===== src/rtl/instr_fetch_unit.sv =====
// Instruction fetch unit: issues word-aligned memory requests with one transaction
// in flight and buffers returned instructions in a small FIFO toward the core.
module instr_fetch_unit #(
  parameter int FIFO_DEPTH = 2
) (
  input  logic        clk_i,
  input  logic        rst_i,
  input  logic [31:0] boot_addr_i,
  input  logic        fetch_enable_i,
  output logic        instr_req_o,
  output logic [31:0] instr_addr_o,
  input  logic        instr_gnt_i,
  input  logic        instr_rvalid_i,
  input  logic [31:0] instr_rdata_i,
  input  logic        branch_i,
  input  logic [31:0] branch_addr_i,
  output logic        valid_o,
  input  logic        ready_i,
  output logic [31:0] instr_o,
  output logic [31:0] pc_o,
  output logic        busy_o
);

  localparam int PW = (FIFO_DEPTH > 1) ? $clog2(FIFO_DEPTH) : 1;
  localparam int CW = $clog2(FIFO_DEPTH + 1);

  typedef enum logic [1:0] {
    S_IDLE,
    S_REQ,
    S_WAIT
  } state_t;

  state_t          state_q, state_d;
  logic [31:0]     fetch_addr_q, fetch_addr_d;
  logic [31:0]     req_addr_q;
  logic            discard_q, discard_d;
  logic [CW-1:0]   count_q, count_d;
  logic [PW-1:0]   rd_ptr_q, wr_ptr_q;
  logic [63:0]     fifo_mem [FIFO_DEPTH];
  logic            push, pop, issue_ok;

  logic            unused_addr_bits;
  assign unused_addr_bits = ^{boot_addr_i[1:0], branch_addr_i[1:0]};

  function automatic logic [PW-1:0] ptr_inc(input logic [PW-1:0] p);
    return (p == PW'(FIFO_DEPTH - 1)) ? '0 : p + PW'(1);
  endfunction

  // A response is buffered only if no redirect has happened since its request was presented.
  assign push = (state_q == S_WAIT) && instr_rvalid_i && !discard_q && !branch_i;
  assign pop  = valid_o && ready_i;

  assign valid_o      = (count_q != '0);
  assign instr_o      = valid_o ? fifo_mem[rd_ptr_q][31:0]  : '0;
  assign pc_o         = valid_o ? fifo_mem[rd_ptr_q][63:32] : '0;
  assign instr_req_o  = (state_q == S_REQ);
  assign instr_addr_o = req_addr_q;
  assign busy_o       = (state_q != S_IDLE);

  always_comb begin
    count_d = count_q;
    if (branch_i)
      count_d = '0;
    else if (push && !pop)
      count_d = count_q + CW'(1);
    else if (pop && !push)
      count_d = count_q - CW'(1);
  end

  // Issue decisions use next-cycle occupancy so a same-cycle pop frees a slot at once.
  assign issue_ok = fetch_enable_i && (count_d < CW'(FIFO_DEPTH));

  always_comb begin
    state_d = state_q;
    case (state_q)
      S_IDLE:  if (issue_ok) state_d = S_REQ;
      S_REQ:   if (instr_gnt_i) state_d = S_WAIT;
      S_WAIT:  if (instr_rvalid_i) state_d = issue_ok ? S_REQ : S_IDLE;
      default: state_d = S_IDLE;
    endcase
  end

  // After a branch in REQ the register already holds the target, so the grant must not bump it.
  always_comb begin
    fetch_addr_d = fetch_addr_q;
    if (branch_i)
      fetch_addr_d = {branch_addr_i[31:2], 2'b00};
    else if ((state_q == S_REQ) && instr_gnt_i && !discard_q)
      fetch_addr_d = fetch_addr_q + 32'd4;
  end

  always_comb begin
    discard_d = discard_q;
    if ((state_q == S_WAIT) && instr_rvalid_i)
      discard_d = 1'b0;
    if (branch_i && ((state_q == S_REQ) || ((state_q == S_WAIT) && !instr_rvalid_i)))
      discard_d = 1'b1;
  end

  always_ff @(posedge clk_i) begin
    if (rst_i) begin
      state_q      <= S_IDLE;
      fetch_addr_q <= {boot_addr_i[31:2], 2'b00};
      req_addr_q   <= {boot_addr_i[31:2], 2'b00};
      discard_q    <= 1'b0;
      count_q      <= '0;
      rd_ptr_q     <= '0;
      wr_ptr_q     <= '0;
    end else begin
      state_q      <= state_d;
      fetch_addr_q <= fetch_addr_d;
      discard_q    <= discard_d;
      count_q      <= count_d;
      if ((state_q != S_REQ) && (state_d == S_REQ))
        req_addr_q <= fetch_addr_d;
      if (branch_i) begin
        rd_ptr_q <= '0;
        wr_ptr_q <= '0;
      end else begin
        if (push) wr_ptr_q <= ptr_inc(wr_ptr_q);
        if (pop)  rd_ptr_q <= ptr_inc(rd_ptr_q);
      end
    end
  end

  always_ff @(posedge clk_i) begin
    if (push)
      fifo_mem[wr_ptr_q] <= {req_addr_q, instr_rdata_i};
  end

endmodule


===== config.mk =====
export PLATFORM = sky130hd
export DESIGN_NAME = instr_fetch_unit
export DESIGN_NICKNAME = d
export VERILOG_FILES = /design/src/rtl/instr_fetch_unit.sv
export SDC_FILE = /design/constraint.sdc
export NUM_CORES = 1
export LEC_CHECK = 0
export ABC_AREA = 1
export BUFFER_PORTS_ARGS = -buffer_cell sky130_fd_sc_hd__buf_2
export CAP_MARGIN = 25
export CORE_MARGIN = 3
export CORE_UTILIZATION = 54
export DETAILED_ROUTE_END_ITERATION = 10
export PLACE_DENSITY_LB_ADDON = 0.3
export SYNTH_ARGS = -nofsm -noshare
export SYNTH_HDL_FRONTEND = slang
export SYNTH_SLANG_ARGS = --single-unit

===== constraint.sdc =====
create_clock -name clk_i -period 6.05 [get_ports clk_i]
set_input_delay 1.21 -clock clk_i [delete_from_list [all_inputs] [get_ports clk_i]]
set_output_delay 1.21 -clock clk_i [all_outputs]
set_load 0.1 [all_outputs]

==> results of run 1 <==
logic make-up (layout without fill, tap and decap cells):
kind of cell               count (synthesis)  count (layout)  synth area share (%)
adders and majority gates                  4               4                0.5786
buffers and inverters                    116             314                 5.265
and+or+nand+nor                          431             431                 21.41
xor gates and xnor gates                   3               3                0.3038
DFF                                      200             200                 64.57
AOI/OAI and AO/OA                        124             124                 7.869
layout by cell type (no fill, tap or decap), types with 4 or more instances in the layout:
cell type and instances:
nand3_1 64, ha_1 4, buf_2 197, inv_2 4
buf_4 4, dfxtp_1 41, nor3_1 8, nor2_2 5
clkbuf_16 17, edfxtp_1 158, a21oi_2 8, nand2_1 156
nor2_4 7, a21oi_1 27, o21bai_1 4, nand4_1 12
inv_1 75, inv_6 7, o21ai_0 77, nor2_1 166
state kept, by name, summed over array words and instances, names as in the netlist, named ones only:
register      count
wr_ptr_q          1
discard_q         1
state_q           2
count_q           2
instr_addr_o     32
fetch_addr_q     32
fifo_mem        128
rd_ptr_q          1
routing by layer:
metal	wire, um	vias to the layer above
li1	-	3331
met1	8506	3007
met2	8661	262
met3	1413	40
met4	453	0
met5	0	-
stage by stage:
| stage | worst slack (ns) | cell area (um^2) | util [%] |
|---|---|---|---|
| after global routing | 1.968 | 10400 | 67.39 |
| after global placement | 1.996 | 9793 | 63.48 |
| after floorplan | 1.112 | 8650 | - |
| final | 2.190 | 10400 | 67.39 |
| after detailed placement | 1.888 | 9813 | 63.61 |
| after CTS | 2.203 | 10400 | 67.39 |
cell usage after synthesis, drive strengths merged:
cell type / n
a21o: 1
a21oi: 35
a221oi: 1
a22oi: 1
a31oi: 1
buf: 5
clkbuf: 31
dfxtp: 42
edfxtp: 158
ha: 4
inv: 80
nand2: 161
nand3: 67
nand3b: 2
nand4: 12
nor2: 178
nor3: 8
o211ai: 3
o21ai: 77
o21bai: 4
o31ai: 1
or2: 3
xnor2: 2
xor2: 1
worst max-delay path by stage:
stage                     slack, ns          endpoint        from  depth (start not counted)
after floorplan                1.11    fifo_mem[1][0]    branch_i                          4
after global placement         2.00  instr_addr_o[17]    branch_i                         11
after detailed placement       1.89  instr_addr_o[15]    branch_i                         11
after CTS                      2.20          pc_o[31]  count_q[0]                          6
after global routing           1.97          pc_o[17]  count_q[0]                          6
final                          2.19          pc_o[22]  count_q[0]                          6
worst max-delay path, delay by kind of cell, from the launching register on:
kind | cells | cell delay, ns
compound gates | 1 | 0.27
fa+ha+maj | 1 | 0.19
buf+inv | 3 | 1.24
flops | 1 | 0.35
simple gates | 1 | 0.15
cell type report:
type / count / area (um^2) / area share, %
sequential: 200 / 5587 / 53.74
multi-input combinational: 562 / 2624 / 25.24
timing repair buffer: 202 / 1036 / 9.965
clock buffer: 17 / 425.4 / 4.092
inverter: 80 / 302.8 / 2.913
tap: 211 / 264.0 / 2.539
clock inverter: 15 / 157.7 / 1.516
where the power goes:
part	total, W	switching, W	leakage, nW	internal, W
sequential	0.00160	0.0000470	1.83	0.00155
clock	0.00110	0.000512	0.279	0.000585
combinational	0.000409	0.000327	2.47	0.0000824
==> results_dict.tcl, run 1 <==
set metrics [dict create \
    tightest_slew_ns 1.046 \
    hold_depth 2 \
    fill_cells 1224 \
    use_met3_pct 5.095 \
    drt-initial-drc-count 389 \
    row_count 45 \
    grt_usage_pct 21.60 \
    clk_latency_ns 0.43 \
    power.leakage_nw 4.575 \
    fin_setup_tns_ns 0 \
    critPathLaunchType "flip-flop" \
    clockRootBuffer "clkbuf_16" \
    skew_ns 0.008637 \
    drcViolationCount 0 \
    slowest_stage "inv_2" \
    htree_levels 4 \
    cts_setup_buffers 0 \
    core_area_mm2 0.01543 \
    grt_pass1_wl_um 30290 \
    hold_viol 0 \
    slowest_delay_ns 0.75 \
    min_to "fetch_addr_q[1]" \
    io_pins 202 \
    grt_pass1_vias 6079 \
    globalplace.congestion 0.9102 \
    total_power_w 0.003101 \
    avgSynthCellArea_um2 9.851 \
    dp_cells 1255 \
    fmax_ghz 0.2590 \
    crit_chain "inv_1 > ha_1 > inv_2 > o21ai_0 > nor2_1 > buf_2" \
    synth_cell_type_count 35 \
    reg2reg_depth 12 \
    min_from "fetch_addr_q[1]" \
    io_buffers 197 \
    fin_cells 1287 \
    ctsResizeCount 0 \
    clk_path_buf_depth 2 \
    layout-drive-gt1-share_pct 25.19 \
    rsz0062_at_grt "false" \
    syn-num-nets 985 \
    clkSinkCount 200 \
    drv_slew 0 \
    power_density_mw_per_mm2 298.3 \
    grt_max_degree 67 \
    synthToLayoutAreaGrowth_pct 20.19 \
    cp_max_fo 66 \
    ys_top_cells_by_area "edfxtp_1, dfxtp_1, nor2_1, nand2_1, o21ai_0" \
    die-area_mm2 0.01757 \
    yosysTopAreaCellShare_pct 54.85 \
    timing.rr.end "instr_addr_o[24]" \
    cts_made_buffers 17 \
    wire_per_inst_um 14.79 \
    antenna_left 0 \
    wl_um 19030 \
    hp-class "reg -> reg" \
    met2_usage_pct 34.63 \
    num-nets-final 1170 \
    critPathCaptureType "output port" \
    cts_hold_buf 0 \
    maxSlewHeadroom_pct 30.13 \
    reg2reg_from "count_q[0]" \
    min_period_ns 3.860 \
    yosysWarnings 0 \
    synth_area_mm2 0.008650 \
    cap_violations 0 \
    die_x_um 132.6 \
    drt-pass1-iter-count 5 \
    syn_inst 878 \
    viasPerCell 5.159 \
    die_h_um 132.6 \
    cts.clk_slew.worst_paths_ns 0.07 \
    setup_violations 0 \
    start_util_pct 56.07 \
    reg2reg_slack_ns 2.39 \
    grt_overflow_total 0 \
    status "finished clean" \
    grt_busiest_layer "met2" \
    min_period_over_period_pct 63.81 \
    crit_required_ns 4.84 \
    hpwl_um 12690 \
    diodes 0 \
    ys_seq_elements 200 \
    synth-seq-area-share_pct 64.57 \
    synth_area_leader_cell "edfxtp_1" \
    whs_ns 0.4450 \
    ir_worst_vdd_mv 0.1928 \
    num_vias 6640 \
    antenna_found_initial 0 \
    critical_path_class "reg -> out" \
    grt_use_met1_pct 29.04 \
    cts_tree "done" \
    crit_arrival_ns 2.65 \
]
No activity file was read; power rests on OpenSTA's default activity.
==> run 2: changes to the inputs <==
--- a/config.mk
+++ b/config.mk
@@ -5,7 +5,7 @@
 export SDC_FILE = /design/constraint.sdc
 export NUM_CORES = 1
 export LEC_CHECK = 0
-export ABC_AREA = 1
+export ABC_AREA = 0
 export BUFFER_PORTS_ARGS = -buffer_cell sky130_fd_sc_hd__buf_2
 export CAP_MARGIN = 25
 export CORE_MARGIN = 3
==> constraint.sdc (replaced) <==
create_clock -name clk_i -period 3.7 [get_ports clk_i]
set_input_delay 0.74 -clock clk_i [delete_from_list [all_inputs] [get_ports clk_i]]
set_output_delay 0.74 -clock clk_i [all_outputs]
set_load 0.1 [all_outputs]
==> run 2 against run 1 <==
  * Sequential share of layout area is 0.62 points higher
  * Sequential power is 63% higher
  * Final cell count is 17% lower
  * Worst setup slack worse by 1.6 ns
  * Final area is 1.1% lower
  * Critical path type is now reg -> reg
  * Utilization hardly changed
==> results_dict.tcl, run 2 <==
set metrics [dict create \
    status "finished clean" \
    io_buffers 197 \
    min_period_over_period_pct 85.07 \
    max_flop_register "fifo_mem" \
    yosysTopAreaCellShare_pct 56.02 \
    hpwl_um 13350 \
    slowest_delay_ns 0.47 \
    diodes 0 \
    reg2reg_slack_ns 0.55 \
    synth_cell_type_count 55 \
    synth.most_common_cell "edfxtp_1" \
    hp-class "reg -> reg" \
    cp_max_fo 22 \
    rsz0062_at_grt "false" \
    synth_edf_count 158 \
    cts_made_buffers 17 \
    antenna_found_initial 1 \
    fin_area_mm2 0.01028 \
    slowest_stage "or3b_2" \
    clkSinkCount 200 \
    utilization_pct 67.39 \
    crit_top_cell "inv_1" \
    clk_path_buf_depth 2 \
    die_h_um 131.2 \
    drv_slew 0 \
    tightest_slew_ns 0.7271 \
    final_common_cell "buf_2" \
    synth-seq-area-share_pct 65.95 \
    synthToLayoutAreaGrowth_pct 21.41 \
    crit_required_ns 3.85 \
    ys_top_cells_by_area "edfxtp_1, dfxtp_1, mux2i_1, nor2_1, nand2_1" \
    fmax_ghz 0.3177 \
    dp_cells 1040 \
    cts_tree "done" \
    critPathCaptureType "flip-flop" \
    grt_use_met1_pct 27.90 \
    ctsResizeCount 0 \
    place_area_mm2 0.009703 \
    use_met3_pct 4.786 \
    async_flop_share_pct 0 \
    crit_arrival_ns 3.30 \
    grt_usage_pct 21.86 \
    wl_um 18950 \
    met2_usage_pct 36.98 \
    synth.cells.most_frequent "edfxtp_1, nor2_1, mux2i_1" \
    io_pins 202 \
    critical_path_class "reg -> reg" \
    clockRootBuffer "clkbuf_16" \
    grt_busiest_layer "met2" \
    largest_reg_flops 128 \
    syn-num-nets 763 \
    syn_inst 656 \
    num-nets-final 955 \
    cts.clk_slew.worst_paths_ns 0.07 \
    antenna_left 0 \
    viasPerCell 5.600 \
    ys.flop_type "edfxtp_1" \
    cts_hold_buf 0 \
    grt_max_degree 65 \
    globalplace.congestion 0.9044 \
    layout-drive-gt1-share_pct 30.43 \
    row_count 45 \
    fin_setup_tns_ns 0 \
    setup_violations 0 \
    grt_pass1_vias 5906 \
    synth_area_mm2 0.008469 \
    crit_chain "inv_1 > nor4_1 > and2_1 > inv_1 > ha_1 > or3b_2 > a31o_2 > a21oi_1 > inv_1 > buf_4" \
    cap_violations 0 \
    most-common-layout-cells "buf_2, edfxtp_1, nor2_1, mux2i_1, nand2_1" \
    area.sequential_mm2 0.005589 \
    fin_cells 1072 \
    fill_cells 1119 \
    start_util_pct 55.51 \
    num_vias 6003 \
    critPathLaunchType "flip-flop" \
    maxSlewHeadroom_pct 51.42 \
    yosysWarnings 0 \
    min_period_ns 3.148 \
    die-area_mm2 0.01722 \
    wire_per_inst_um 17.68 \
    hold_viol 0 \
    core_area_mm2 0.01526 \
    power_density_mw_per_mm2 488.0 \
    multi_input_area_mm2 0.002693 \
    grt_pass1_wl_um 30090 \
    die_x_um 131.2 \
    grt_overflow_total 0 \
    clk_latency_ns 0.43 \
    drcViolationCount 0 \
    skew_ns 0.006741 \
    crit_family "simple AND/OR/NAND/NOR gates" \
    htree_levels 4 \
    path_buf_inv 4 \
    ir_worst_vdd_mv 0.3284 \
    synth_area_leader_cell "edfxtp_1" \
    power.leakage_nw 3.856 \
    drt-pass1-iter-count 5 \
    drt-initial-drc-count 347 \
    cts_setup_buffers 0 \
    ys_seq_elements 200 \
    avgSynthCellArea_um2 12.91 \
]
[run 2: cell count changes after synthesis, moves of 11 or more]
cell / before / now
inv_1: 76 / 13
mux2i_1: 0 / 65
and2_1: 0 / 14
nand2_1: 156 / 50
nand3_1: 64 / 13
xnor2_1: 2 / 13
nor2_1: 168 / 74
o21ai_0: 77 / 16
a22oi_1: 1 / 14
nor4_1: 0 / 12
[run 2: report_power, final]
| part | switching (W) | internal (W) | total (W) |
|---|---|---|---|
| Combinational | 0.000461 | 0.000145 | 0.000605 |
| Clock | 0.000803 | 0.00100 | 0.00180 |
| Sequential | 0.0000841 | 0.00252 | 0.00261 |
| Total | 0.00135 | 0.00367 | 0.00502 |
[run 2: cells by family (layout without fill, tap and decap cells)]
logic type      after synthesis  after routing  share of synthesized area, %
simple gates                218            218                         13.24
buf+inv                      49            254                         2.393
fa+ha+maj                     4              4                        0.5910
flops                       200            200                         65.95
mux                          67             67                         7.948
compound gates              101            101                         8.125
xor+xnor                     17             17                         1.758
[run 2: per-stage QoR]
step / worst slack (ns) / total power, W / hold WS [ns]
2_1_floorplan: 0.1300 / 0.003091 / 0.4283
3_3_place_gp: 0.3589 / 0.003239 / 0.4419
3_5_place_dp: 0.3218 / 0.003260 / 0.4519
4_1_cts: 0.5720 / 0.005046 / 0.4678
5_1_grt: 0.3560 / 0.005169 / 0.4763
6_report: 0.5523 / 0.005017 / 0.4692
[run 2: layer usage]
metal  vias to the layer above  wire [um]
li1                       2830          -
met2                       251       9337
met4                         2        382
met1                      2889       7738
met3                        31       1484
met5                         -          9
[run 2: layout make-up]
cell class	instances	share of cell area [%]
Clock buffer	18	4.174
Clock inverter	14	1.460
Inverter	13	0.4746
Multi-Input combinational cell	407	26.19
Sequential cell	200	54.36
Tap cell	211	2.568
Timing Repair Buffer	209	10.78
[run 2: worst paths after layout]
path / startpoint / to / depth (start not counted)
setup / recovery: state_q[1] / instr_addr_o[23] / 10
hold / removal: fetch_addr_q[1] / fetch_addr_q[1] / 1
setup reg to reg: state_q[1] / instr_addr_o[23] / 10
hold reg to reg: fetch_addr_q[1] / fetch_addr_q[1] / 1
